<file path="config.mk">
export PLATFORM = sky130hd
export DESIGN_NAME = cache_mem_arbiter
export DESIGN_NICKNAME = d
export VERILOG_FILES = /design/src/rtl/cache_mem_arbiter.sv
export SDC_FILE = /design/constraint.sdc
export NUM_CORES = 1
export LEC_CHECK = 0
export BUFFER_PORTS_ARGS = -buffer_cell sky130_fd_sc_hd__clkbuf_2
export CORE_AREA = 2 2 346 348
export DETAILED_ROUTE_END_ITERATION = 10
export DIE_AREA = 0 0 348 350
export PLACE_DENSITY = 0.41
export REMOVE_ABC_BUFFERS = 1
export SYNTH_ARGS = -nofsm -noshare
export SYNTH_HDL_FRONTEND = slang
export SYNTH_SLANG_ARGS = --single-unit
</file>
<file path="constraint.sdc">
create_clock -name CLK -period 1.4 [get_ports CLK]
set_clock_uncertainty 0.15 [all_clocks]
set_input_delay 0.07 -clock CLK [delete_from_list [all_inputs] [get_ports CLK]]
set_output_delay 0.07 -clock CLK [all_outputs]
set_load 0.005 [all_outputs]
</file>
<file path="src/rtl/cache_mem_arbiter.sv">
// Two-requester arbiter in front of one shared block memory port (IDLE -> BUSY -> RESP).
// Optional macro CACHE_ARB_ROUND_ROBIN_EN: alternate ties; otherwise requester 0 wins ties.
// Handshake: a requester holds rX_mem_req_valid until it sees a one-cycle rX_mem_req_ready;
// memory sees mem_req_valid held with stable addr/datain/rw until mem_req_ready is sampled high.
module cache_mem_arbiter #(
  parameter int ADDR_W = 32,
  parameter int DATA_W = 128
) (
  input  logic              CLK,
  input  logic              RESETn,
  input  logic [ADDR_W-1:0] r0_mem_req_addr,
  input  logic [DATA_W-1:0] r0_mem_req_datain,
  input  logic              r0_mem_req_rw,
  input  logic              r0_mem_req_valid,
  output logic [DATA_W-1:0] r0_mem_req_dataout,
  output logic              r0_mem_req_ready,
  input  logic [ADDR_W-1:0] r1_mem_req_addr,
  input  logic [DATA_W-1:0] r1_mem_req_datain,
  input  logic              r1_mem_req_rw,
  input  logic              r1_mem_req_valid,
  output logic [DATA_W-1:0] r1_mem_req_dataout,
  output logic              r1_mem_req_ready,
  output logic [ADDR_W-1:0] mem_req_addr,
  output logic [DATA_W-1:0] mem_req_datain,
  output logic              mem_req_rw,
  output logic              mem_req_valid,
  input  logic [DATA_W-1:0] mem_req_dataout,
  input  logic              mem_req_ready,
  output logic              grant_id,
  output logic [1:0]        arb_state
);

  typedef enum logic [1:0] {
    IDLE    = 2'd0,
    BUSY    = 2'd1,
    RESP    = 2'd2,
    ILLEGAL = 2'd3
  } state_t;

  state_t state, state_nx;
  logic   any_valid;
  logic   win_id;
  logic   grant_now;

  assign any_valid = r0_mem_req_valid | r1_mem_req_valid;
  assign grant_now = (state == IDLE) && any_valid;

`ifdef CACHE_ARB_ROUND_ROBIN_EN
  logic last_grant;

  // On a tie, pick whichever requester was not granted last.
  assign win_id = r1_mem_req_valid & (~r0_mem_req_valid | ~last_grant);

  always_ff @(posedge CLK) begin
    if (RESETn) begin
      last_grant <= 1'b1;
    end else if (grant_now) begin
      last_grant <= win_id;
    end
  end
`else
  assign win_id = r1_mem_req_valid & ~r0_mem_req_valid;
`endif

  always_comb begin
    state_nx = state;
    case (state)
      IDLE:    if (any_valid) state_nx = BUSY;
      BUSY:    if (mem_req_ready) state_nx = RESP;
      RESP:    state_nx = IDLE;
      default: state_nx = IDLE;
    endcase
  end

  always_ff @(posedge CLK) begin
    if (RESETn) begin
      state              <= IDLE;
      grant_id           <= 1'b0;
      mem_req_addr       <= '0;
      mem_req_datain     <= '0;
      mem_req_rw         <= 1'b0;
      r0_mem_req_dataout <= '0;
      r1_mem_req_dataout <= '0;
    end else begin
      state <= state_nx;
      if (grant_now) begin
        grant_id       <= win_id;
        mem_req_addr   <= win_id ? r1_mem_req_addr   : r0_mem_req_addr;
        mem_req_datain <= win_id ? r1_mem_req_datain : r0_mem_req_datain;
        mem_req_rw     <= win_id ? r1_mem_req_rw     : r0_mem_req_rw;
      end
      // Only the winner's return register ever loads; the other holds.
      if ((state == BUSY) && mem_req_ready) begin
        if (grant_id) r1_mem_req_dataout <= mem_req_dataout;
        else          r0_mem_req_dataout <= mem_req_dataout;
      end
    end
  end

  assign mem_req_valid    = (state == BUSY);
  assign r0_mem_req_ready = (state == RESP) && !grant_id;
  assign r1_mem_req_ready = (state == RESP) &&  grant_id;
  assign arb_state        = state;

endmodule

</file>
# ---- Word-level counts from Yosys, hierarchy flattened
# Cells that the tools add are included.
dict set report word_totals {
  reg_bits 420
  latch_bits 0
  ram_bits 0
  romBits 0
  inputBits 455
  out_inout_bits 423
  wordCells 30
  mem_count 0
}
dict set report op_classes {
  add_sub_neg 0
  n_mul 0
  n_div 0
  magnitude_cmp 0
  eq_ne 4
  n_shift 0
  mux 6
  bitwise 4
  reduce_logical 9
}
# op n
set op_table {}
lappend op_table {{2-to-1 mux 128 bit} 1}
lappend op_table {{2-to-1 mux 32 bit} 1}
lappend op_table {{AND reduction 2 bit} 3}
lappend op_table {{logical AND 1 bit} 4}
lappend op_table {{2-to-1 mux 2 bit} 2}
lappend op_table {{case mux 2 bit (2 select lines)} 1}
lappend op_table {{equality test 2 x 1 -> 1 bit, second input constant} 1}
lappend op_table {{equality test 2 bit, second input constant} 1}
lappend op_table {{zero test 2 bit} 1}
lappend op_table {{!= test 2 x 1 -> 1 bit, second input constant} 1}
lappend op_table {{!= test 2 bit, second input constant} 1}
lappend op_table {{inverter 1 bit} 2}
lappend op_table {{AND 1 bit} 1}
lappend op_table {{zero test 1 bit} 1}
lappend op_table {{2-to-1 mux 1 bit} 1}
lappend op_table {{OR 1 bit} 1}

# ---- Longest topological paths before layout
dict set report depth {
  depth_word 3
  mapped_depth 7
  mapped_depth_nobuf 3
}

# ---- Worst setup path after synthesis
# No wires, ideal clock.
dict set report synth_timing {
  path_type {register -> register}
  from {register state[1] (netlist: arb_state[1])}
  to {register r1_mem_req_dataout[117]}
  setup_time_ns 0.070
  arrival_time_ns 1.300
  t_required_ns 1.180
  path_slack_ns -0.120
  stages_incl_launch_ff 6
  n_path_buf 2
  period_less_slack_ns 1.520
  cell_sequence {dfxtp_1 nand4b_1 clkbuf_1 clkbuf_1 nand2_1 a21oi_1}
}
dict set report synth_via {
  elab_chain_len 3
}
# element line_no
set synth_lines {}
lappend synth_lines {{start: declaration} 40} ;# state_t state, state_nx;
lappend synth_lines {{start signal: assignment} 85} ;# state <= state_nx;
lappend synth_lines {{equality test 2 x 1 -> 1 bit} 93} ;# if ((state == BUSY) && mem_req_ready) begin
lappend synth_lines {{logical AND 1 bit} 93}
lappend synth_lines {{AND reduction 2 bit (no source line)} -}
lappend synth_lines {{end signal: assignment} 94} ;# if (grant_id) r1_mem_req_dataout <= mem_req_dataout;
lappend synth_lines {{end: declaration} 21} ;# output logic [DATA_W-1:0] r1_mem_req_dataout,
# No other way between the ends.
# A chain may end at the register's enable or synchronous reset.

# ---- Final worst setup path
dict set report layout_timing {
  from {register state[0] (netlist: arb_state[0])}
  to {register mem_req_datain[52]}
}
dict set report layout_via {
  elab_chain_len 2
}
# element line_no
set layout_lines {}
lappend layout_lines {{zero test 2 bit} 46} ;# assign grant_now = (state == IDLE) && any_valid;
lappend layout_lines {{logical AND 1 bit} 46}
lappend layout_lines {{end signal: assignment} 89} ;# mem_req_datain <= win_id ? r1_mem_req_datain : r0_mem_req_datain;
lappend layout_lines {{end: declaration} 24} ;# output logic [DATA_W-1:0] mem_req_datain,
# No other way between the ends.

==> results.cfg <==
[status]
status = finished, violations left
violations = negative setup slack

[yosys]
ys_types = 24
yosysTopAreaCell = dfxtp_1
synth_most_common_cell = nand2_1
syn_area_mm2 = 0.0166
yosys_warnings = 0
yosysTopAreaCellShare_pct = 50.8
synthArstFlopShare_pct = 0
netlist_instances = 2043
synth_top_cells_by_count = 834 x nand2_1, 420 x dfxtp_1, 418 x a21oi_1, 152 x clkbuf_1, 90 x a311oi_2
synth_ff_type = dfxtp_1
ys_seq_elements = 420
syn_avg_cell_area_um2 = 8.11
synthTopCellsByArea = dfxtp_1 51%, nand2_1 19%, a21oi_1 13%
seq_area_frac_synth_pct = 50.8
synth-edff-count = 0

[finish]
final_core_util_pct = 28.5
drive_gt1_share_pct = 43.9
area.growth.synth_to_final_pct = 103
nets = 3947

[global_route]
grt_max_degree = 61
grt_pass1_vias = 21098
grt_pass1_wl_um = 145000
groute.usage.overall_pct = 16.2
grt_antenna_before_repair = 27
gr-total-overflow = 0

[setup_path]
crit_fanout = 7
rr_startpoint = arb_state[0]
r2r-end = mem_req_datain[52]
cp.required_ns = 1.75
critPathArrivalTime_ns = 2.08
end_kind = flop
criticalPathCategory = flop to flop
startpoint_type = flop
rr_worst_depth = 7
r2r_slack_ns = -0.34

[routing]
vias_per_cell = 4.13
route.met2.wl_um = 52400
wl_um = 108000
vias = 21005
drt_pre_antenna_iters = 8
dr.max_layer_used = met5
met1Wirelength_um = 42500
drc = 0
first_iter_violations = 1135
ant_nets = 0
wl_met3_um = 9080
wl_per_cell_um = 21.2

[sta]
rsz0062_at_grt = true
fin_worst_hold_slack_ns = 0.0618
worst_pin_slew_ns = 0.447
post-route-period-util_pct = 124
fmax_mhz = 576
relSlewSlack_pct = 70.2
setup_violations = 442
fin_ws_ns = -0.336
maxSlewViolCount = 0
finalHoldViolCount = 0
min_period_ns = 1.74

[clocking]
clkLatencyLatePin_ns = 0.62
clockRootBuffer = clkbuf_16
htreeDepth = 2
cts.sinks = 420
cts_tree = yes
clk_pin_slew_ns = 0.06
cts_made_buffers = 53
clk_path_buf_depth = 3

[placed_design]
portBuffers = 877
gp_congestion = 0.852
hpwl_um = 78300

[floorplanning]
core_area_mm2 = 0.118
initial_core_util_pct = 14.1
die_x_um = 348
row_count = 126
io_pins = 878
fp.dieArea_mm2 = 0.122
die_y_um = 350

[pwr]
power_leakage_nw = 14.4
power_frac_clock_pct = 41.3
seq_power_share_pct = 36.7
ir_drop_mv = 0.830
p_comb_share_pct = 22.0
pwr_density_cell_mw_per_mm2 = 1080
p_int_w = 0.0258
switchingPower_w = 0.0103
power_switching_share_pct = 28.6

[hold_path]
hold_depth = 6
hold_path.class = primary input to flop
hold_path_startpoint = r0_mem_req_valid
min_to = mem_req_datain[80]

[job]
cap_violations = 0
## layer usage
metal	vias to the layer above	track usage [%]
met2	845	27.7
li1	9908	-
met5	-	0
met4	18	5.13
met1	10066	18.8
met3	168	5.62
## worst max-delay path by stage
stage | from | to | slack [ns] | cells past startpoint
floorplan | arb_state[1] | mem_req_addr[0] | -8.96 | 3
global route | arb_state[0] | mem_req_datain[45] | -0.38 | 7
CTS | arb_state[0] | r1_mem_req_ready | -0.33 | 3
detailed placement | arb_state[0] | mem_req_datain[18] | -0.33 | 6
finish | arb_state[0] | mem_req_datain[52] | -0.34 | 7
global placement | arb_state[1] | mem_req_datain[57] | -0.25 | 6
## power by group through the flow
| stage | Sequential, W | Combinational [W] | Clock [W] |
|---|---|---|---|
| after detailed placement | 0.0135 | 0.00548 | 0 |
| after CTS | 0.0132 | 0.00733 | 0.0154 |
| final | 0.0133 | 0.00795 | 0.0150 |
| after global routing | 0.0133 | 0.00851 | 0.0158 |
| after floorplan | 0.0134 | 0.00208 | 0 |
| after global placement | 0.0135 | 0.00547 | 0 |
## per-stage QoR
step           std cells  instance area [um2]  setup WS, ns  TNS (ns)  total power [W]
2_1_floorplan       1850                15700         -8.96  -2096.79           0.0155
3_3_place_gp        4430                23900        -0.255    -74.12           0.0190
3_5_place_dp        4430                23900        -0.325    -87.26           0.0190
4_1_cts             5041                31700        -0.329    -96.93           0.0360
5_1_grt             5079                33600        -0.378   -132.89           0.0377
6_report            5082                33600        -0.336   -103.22           0.0362
## area by class of cell
type                            count  area, um2
Antenna cell                       10       25.0
Multi-Input combinational cell   1429       8660
Fill cell                       12788      84200
Inverter                            1       3.75
Clock inverter                     15        284
Clock buffer                       84       1590
Sequential cell                   420       8420
Tap cell                         1536       1920
Timing Repair Buffer             1587      12700
## state kept, by name (all words and copies together), names as in the netlist
signal              count
arb_state               2
grant_id                1
mem_req_addr           32
mem_req_datain        128
mem_req_rw              1
r0_mem_req_dataout    128
r1_mem_req_dataout    128
## layout by cell type (no fill, tap or decap), types with 2 or more instances in the layout
cell type,count
buf_6,29
dfxtp_1,417
buf_16,17
a21oi_1,311
a311oi_2,134
buf_8,26
buf_2,2
clkbuf_8,15
dfxtp_4,3
nand2_4,70
nor2b_4,2
a21oi_2,107
buf_4,89
nand2_1,733
clkbuf_1,17
dlygate4sd3_1,472
buf_12,59
clkbuf_16,74
clkbuf_2,871
clkinv_2,4
bufinv_16,7
a311oi_1,27
diode_2,10
nand2_2,31
## repair_timing
item,in CTS,in global routing
hold buffers,472,0
setup buffers,23,17
hold endpoints to repair,420,0
gates resized for setup,109,354
endpoints found under the setup margin,534,552
cloned,17,21
pin swaps,10,147
## logic make-up after synthesis
group | share of synthesized area (%)
buf+inv | 5.06
simple gates | 19.5
flops | 50.8
compound gates | 24.6
## critical path, cell delays in order, from the launching register on
cell and delay (ns):
dfxtp_4 0.37, nor2_4 0.13, buf_12 0.14, and2_4 0.25
buf_12 0.19, buf_6 0.12, clkbuf_16 0.14, a311oi_2 0.08
No activity file was read; power rests on OpenSTA's default activity.
